`config.mk`:
```
export PLATFORM = sky130hd
export DESIGN_NAME = alu_input_loader
export DESIGN_NICKNAME = d
export VERILOG_FILES = /design/src/rtl/alu_input_loader.sv
export SDC_FILE = /design/constraint.sdc
export NUM_CORES = 1
export LEC_CHECK = 0
export CAP_MARGIN = 10
export CORE_MARGIN = 1.5
export CORE_UTILIZATION = 47
export DETAILED_ROUTE_END_ITERATION = 12
export PLACE_DENSITY = 0.95
export SLEW_MARGIN = 0
export SYNTH_ARGS = -nofsm -noshare
export SYNTH_HDL_FRONTEND = slang
export SYNTH_SLANG_ARGS = --single-unit
```
`constraint.sdc`:
```
create_clock -name i_clk -period 4.7 [get_ports i_clk]
set_input_delay 0.94 -clock i_clk [delete_from_list [all_inputs] [get_ports i_clk]]
set_output_delay 0.94 -clock i_clk [all_outputs]
set_load 0.02 [all_outputs]
```
`src/rtl/alu_input_loader.sv`:
```
// ---------------------------------------------------------------------------
// alu_input_loader
//
// Operand/opcode front end for the 8-op ALU on the FPGA board.
//
// The slide switches are shared by all three values. They are loaded in a
// fixed order: A, then B, then the opcode. Each value has its own button.
// The loaded registers drive the ALU inputs directly. While the result is
// shown, the ALU outputs are captured into the LED register.
//
// Optional feature (compile-time macro): DEBOUNCE_EN
//   defined   : each synchronized button level must differ from its stable
//               level for DEBOUNCE_CYCLES consecutive cycles before the
//               stable level follows it; a press is a rising edge of the
//               stable level.
//   undefined : a press is a rising edge of the synchronized level;
//               DEBOUNCE_CYCLES is unused.
//
// Ports
//   i_clk             system clock, rising edge
//   i_reset           asynchronous, active-high reset
//   i_sw              slide switches (value to load)
//   i_btn_a/_b/_op    raw buttons: load A / B / opcode (asynchronous)
//   i_alu_result      ALU result
//   i_alu_overflow    ALU overflow flag
//   i_alu_zero        ALU zero flag
//   o_data_a/_b       operand registers, to the ALU
//   o_operation_code  opcode register, to the ALU
//   o_leds            {overflow, zero, result} captured while showing
//   o_state           current FSM state (0=A, 1=B, 2=OP, 3=SHOW)
//   o_op_error        one-cycle pulse when an illegal opcode is rejected
// ---------------------------------------------------------------------------
module alu_input_loader #(
    parameter int NB_DATA         = 8,
    parameter int NB_OP           = 6,
    parameter int DEBOUNCE_CYCLES = 100000
) (
    input  logic                 i_clk,
    input  logic                 i_reset,
    input  logic [NB_DATA-1:0]   i_sw,
    input  logic                 i_btn_a,
    input  logic                 i_btn_b,
    input  logic                 i_btn_op,
    input  logic [NB_DATA-1:0]   i_alu_result,
    input  logic                 i_alu_overflow,
    input  logic                 i_alu_zero,
    output logic [NB_DATA-1:0]   o_data_a,
    output logic [NB_DATA-1:0]   o_data_b,
    output logic [NB_OP-1:0]     o_operation_code,
    output logic [NB_DATA+1:0]   o_leds,
    output logic [1:0]           o_state,
    output logic                 o_op_error
);

    typedef enum logic [1:0] {
        S_A    = 2'd0,
        S_B    = 2'd1,
        S_OP   = 2'd2,
        S_SHOW = 2'd3
    } state_t;

    // Button vector bit order: 0 = A, 1 = B, 2 = opcode.
    localparam int BTN_A  = 0;
    localparam int BTN_B  = 1;
    localparam int BTN_OP = 2;

    logic [2:0] btn_raw;
    logic [2:0] sync1_q;
    logic [2:0] sync2_q;
    logic [2:0] prev_q;
    logic [2:0] lvl;
    logic [2:0] press;

    assign btn_raw = {i_btn_op, i_btn_b, i_btn_a};

    // Two-flop synchronizer for the asynchronous buttons.
    always_ff @(posedge i_clk or posedge i_reset) begin
        if (i_reset) begin
            sync1_q <= '0;
            sync2_q <= '0;
        end else begin
            sync1_q <= btn_raw;
            sync2_q <= sync1_q;
        end
    end

`ifdef DEBOUNCE_EN
    localparam int CNT_W = (DEBOUNCE_CYCLES > 1) ? $clog2(DEBOUNCE_CYCLES) : 1;

    logic [CNT_W-1:0] cnt_q [3];
    logic [2:0]       stab_q;

    // The counter counts consecutive cycles where the level disagrees with
    // the stable level. Any agreeing cycle restarts it, so glitches shorter
    // than DEBOUNCE_CYCLES never reach the stable level.
    always_ff @(posedge i_clk or posedge i_reset) begin
        if (i_reset) begin
            for (int i = 0; i < 3; i++) begin
                cnt_q[i] <= '0;
            end
            stab_q <= '0;
        end else begin
            for (int i = 0; i < 3; i++) begin
                if (sync2_q[i] == stab_q[i]) begin
                    cnt_q[i] <= '0;
                end else if (cnt_q[i] == CNT_W'(DEBOUNCE_CYCLES - 1)) begin
                    stab_q[i] <= sync2_q[i];
                    cnt_q[i]  <= '0;
                end else begin
                    cnt_q[i] <= cnt_q[i] + 1'b1;
                end
            end
        end
    end

    assign lvl = stab_q;
`else
    assign lvl = sync2_q;
`endif

    // prev_q resets to 0, so a button held through reset release yields
    // exactly one rising edge afterwards.
    always_ff @(posedge i_clk or posedge i_reset) begin
        if (i_reset) begin
            prev_q <= '0;
        end else begin
            prev_q <= lvl;
        end
    end

    assign press = lvl & ~prev_q;

    function automatic logic op_legal(input logic [NB_OP-1:0] op);
        logic ok;
        ok = 1'b0;
        case (op)
            NB_OP'(6'b100000),
            NB_OP'(6'b100010),
            NB_OP'(6'b100100),
            NB_OP'(6'b100101),
            NB_OP'(6'b100110),
            NB_OP'(6'b000011),
            NB_OP'(6'b000010),
            NB_OP'(6'b100111): ok = 1'b1;
            default:           ok = 1'b0;
        endcase
        return ok;
    endfunction

    state_t              state_q;
    logic [NB_DATA-1:0]  a_q;
    logic [NB_DATA-1:0]  b_q;
    logic [NB_OP-1:0]    op_q;
    logic [NB_DATA+1:0]  leds_q;
    logic                err_q;
    logic [NB_OP-1:0]    sw_op;

    assign sw_op = i_sw[NB_OP-1:0];

    // Only the press of the button owned by the current state is acted on.
    // Other presses are single-cycle pulses, so they are dropped, not queued.
    always_ff @(posedge i_clk or posedge i_reset) begin
        if (i_reset) begin
            state_q <= S_A;
            a_q     <= '0;
            b_q     <= '0;
            op_q    <= '0;
            leds_q  <= '0;
            err_q   <= 1'b0;
        end else begin
            err_q <= 1'b0;
            case (state_q)
                S_A: begin
                    if (press[BTN_A]) begin
                        a_q     <= i_sw;
                        state_q <= S_B;
                    end
                end
                S_B: begin
                    if (press[BTN_B]) begin
                        b_q     <= i_sw;
                        state_q <= S_OP;
                    end
                end
                S_OP: begin
                    if (press[BTN_OP]) begin
                        if (op_legal(sw_op)) begin
                            op_q    <= sw_op;
                            state_q <= S_SHOW;
                        end else begin
                            err_q <= 1'b1;
                        end
                    end
                end
                S_SHOW: begin
                    // The ALU is combinational on a_q/b_q/op_q. The capture
                    // on the exit edge still sees the old operands, so the
                    // LEDs keep the last shown result.
                    leds_q <= {i_alu_overflow, i_alu_zero, i_alu_result};
                    if (press[BTN_A]) begin
                        a_q     <= i_sw;
                        state_q <= S_B;
                    end
                end
                default: state_q <= S_A;
            endcase
        end
    end

    assign o_data_a         = a_q;
    assign o_data_b         = b_q;
    assign o_operation_code = op_q;
    assign o_leds           = leds_q;
    assign o_state          = state_q;
    assign o_op_error       = err_q;

endmodule
```
==> reports/results.txt <==
Outcome -> finished clean
Cell Area, Placed -> 2270 um^2
Chip Height -> 62.3 um
Worst-path fanout max -> 6
Layout Cells excl Fill -> 210
Worst-Skew Late Latency -> 0.35 ns
Nature of the critical path startpoint -> input pin
Clock Tree Buf Depth -> 2
Crit path kind -> in2reg
Global-route wire length before repair -> 5.66 mm
Top cell type's share of synthesized area -> 66.7%
Pin count of the biggest net entering global routing -> 37
Cell taking the most area after synthesis -> dfrtp_1
Synthesized instance count -> 100
DRT Wirelength -> 3.38 mm
Initial antenna violation count -> 0
ANT nets after route -> 0
Antenna diode count -> 0
# resized after CTS -> 0
Ys Warns -> 0
Post-cts hold buffer count -> 0
Critical path's largest stage delay -> 0.65 ns
Hold Crit Class -> reg2reg
Grt ovf -> 0
# IOs -> 58
CP delay by family, top -> simple AND/OR/NAND/NOR gates
WP buf/inv -> 1
GR Util All Layers -> 19.2%
Most common cell in the netlist -> dfrtp_1
Yosys cell types -> 20
Crit path cell chain -> clkdlybuf4s50_1 > nor2b_2 > o22ai_1 > or4_1 > mux2_4
Setup ws final -> 2.19 ns
CTS tree -> done
Area of the die -> 3880 um^2
Max-slew violation count -> 0
Ranking of synthesized cells by area -> dfrtp_1 67%, mux2_2 18%, mux2_4 3.6%
CTS H-tree lvls -> 2
CTS buffer count -> 5
Worst Path Required -> 4.94 ns
Filler instances -> 261
EDFF count, synth -> 0
Die span in x -> 62.3 um
Pwr Total -> 1.54 mW
CP max stage cell -> or4_1
Register area share after synthesis -> 66.7%
Via density -> 5.06
Layout cell share with drive strength beyond 1 -> 24.4%
Pwr Density -> 660 nW/um^2
Critical Path End Type -> flip-flop
Cell Area, Synth -> 1650 um^2
Most instantiated cells after synthesis -> 44 x dfrtp_1, 26 x mux2_2, 4 x mux2_4
Dpl cells -> 202
Starting Density -> 49.1%
CTS sink cnt -> 44
RSZ-0062 raised after global routing -> no
Worst-path clk slew -> 0.11 ns
Max cap viols -> 0
Seq cells post-synth -> 44
Max frequency -> 398 MHz
Vias in the first global route -> 1156
Setup Viol. Count Final -> 0
Synthesized area per cell -> 16.5 um^2
DRC viols -> 0
Post-DR wirelength/cell -> 16.1 um
Slew margin rel. -> 66.8%
Fin area -> 2330 um^2
Top_reg_cell synth -> dfrtp_1
Final min period -> 2.51 ns
Crit path DAT -> 2.75 ns
Initial DRC Count -> 35
Setup TNS -> 0 ns
Place WS -> 1.83 ns
Core footprint -> 3360 um^2
Worst-Margin Slew -> 0.499 ns
Clock root buffer -> clkbuf_4
Worst hold start -> sync1_q[0]
Clk_skew -> 0.0143 ns
Tcrit/Tclk final -> 53.5%
Post-CTS setup buffers -> 0
Area of the multi-input gates -> 524 um^2
Hold WS -> 0.362 ns
Critical path launch point -> i_sw[1]
Routability congestion estimate -> 0.764
IO buf count -> 57
Post-synth ARST share -> 100%
DP HPWL -> 2.54 mm
Routed vias -> 1062
Hold Vio Cnt, Final -> 0
FP Rows -> 21
Syn Nets -> 126
Register area -> 1100 um^2
Finished Core Util -> 69.4%
Layout Nets -> 189
RR Startpoint -> o_state[0]
Area delta synth->final -> 41.3%
Lkg Pwr -> 1.01 nW
DR pass1 iterations -> 4
VDD IR max -> 421 uV
flip-flops by register name, summed over array words and instances (netlist names):
register          flops
lvl                   3
o_state               2
sync1_q               3
o_op_error            1
o_leds               10
prev_q                3
o_operation_code      6
o_data_b              8
o_data_a              8
final timing paths:
| check | end | slack (ns) | cells after the start |
|---|---|---|---|
| min | lvl[0] | 0.36 | 0 |
| min reg2reg | lvl[0] | 0.36 | 0 |
| max in group asynchronous | o_data_a[4] | 3.12 | 3 |
| max reg2reg | o_operation_code[5] | 2.85 | 5 |
| max | o_operation_code[5] | 2.19 | 5 |
| min in group asynchronous | o_leds[4] | 0.82 | 2 |
kinds of logic after synthesis:
group           synth area share (%)
mux                             22.6
compound gates                  2.12
fa+ha+maj                       2.27
simple gates                    4.77
buf+inv                         1.59
flops                           66.7
power by group:
part | internal [mW] | switching, mW
sequential | 0.520 | 0.0811
clock | 0.0713 | 0.115
combinational | 0.409 | 0.344
total | 1.00 | 0.540
per-layer routing:
metal,up-vias,global-route usage (%),share of wire (%)
li1,478,-,-
met1,522,21.2,42
met2,57,32.7,49
met3,5,9.06,8.8
met4,0,6.39,1.1
met5,-,0,0
layout by cell type (no fill, tap or decap), drive strengths merged:
master | synthesis | routed
nand3b | 2 | 2
nor2b | 2 | 2
nor4b | 1 | 1
a222oi | 1 | 1
buf | 1 | 1
clkbuf | 1 | 6
ha | 3 | 3
mux2i | 2 | 2
mux2 | 30 | 30
nand2b | 2 | 2
or4 | 1 | 1
clkdlybuf4s50 | 0 | 57
inv | 3 | 3
clkinv | 0 | 2
dfrtp | 44 | 44
o311a | 1 | 1
nand2 | 2 | 2
o22ai | 1 | 1
and2 | 2 | 2
o221ai | 1 | 1
cell type report:
class                   count  area share (%)
well taps                  46            2.47
inverters                   3           0.483
flip-flops and latches     44            47.2
clock buffers               6            2.20
repair buffers             58            24.8
clock inverters             2           0.429
multi-input cells          51            22.5
No activity file was read; power rests on OpenSTA's default activity.
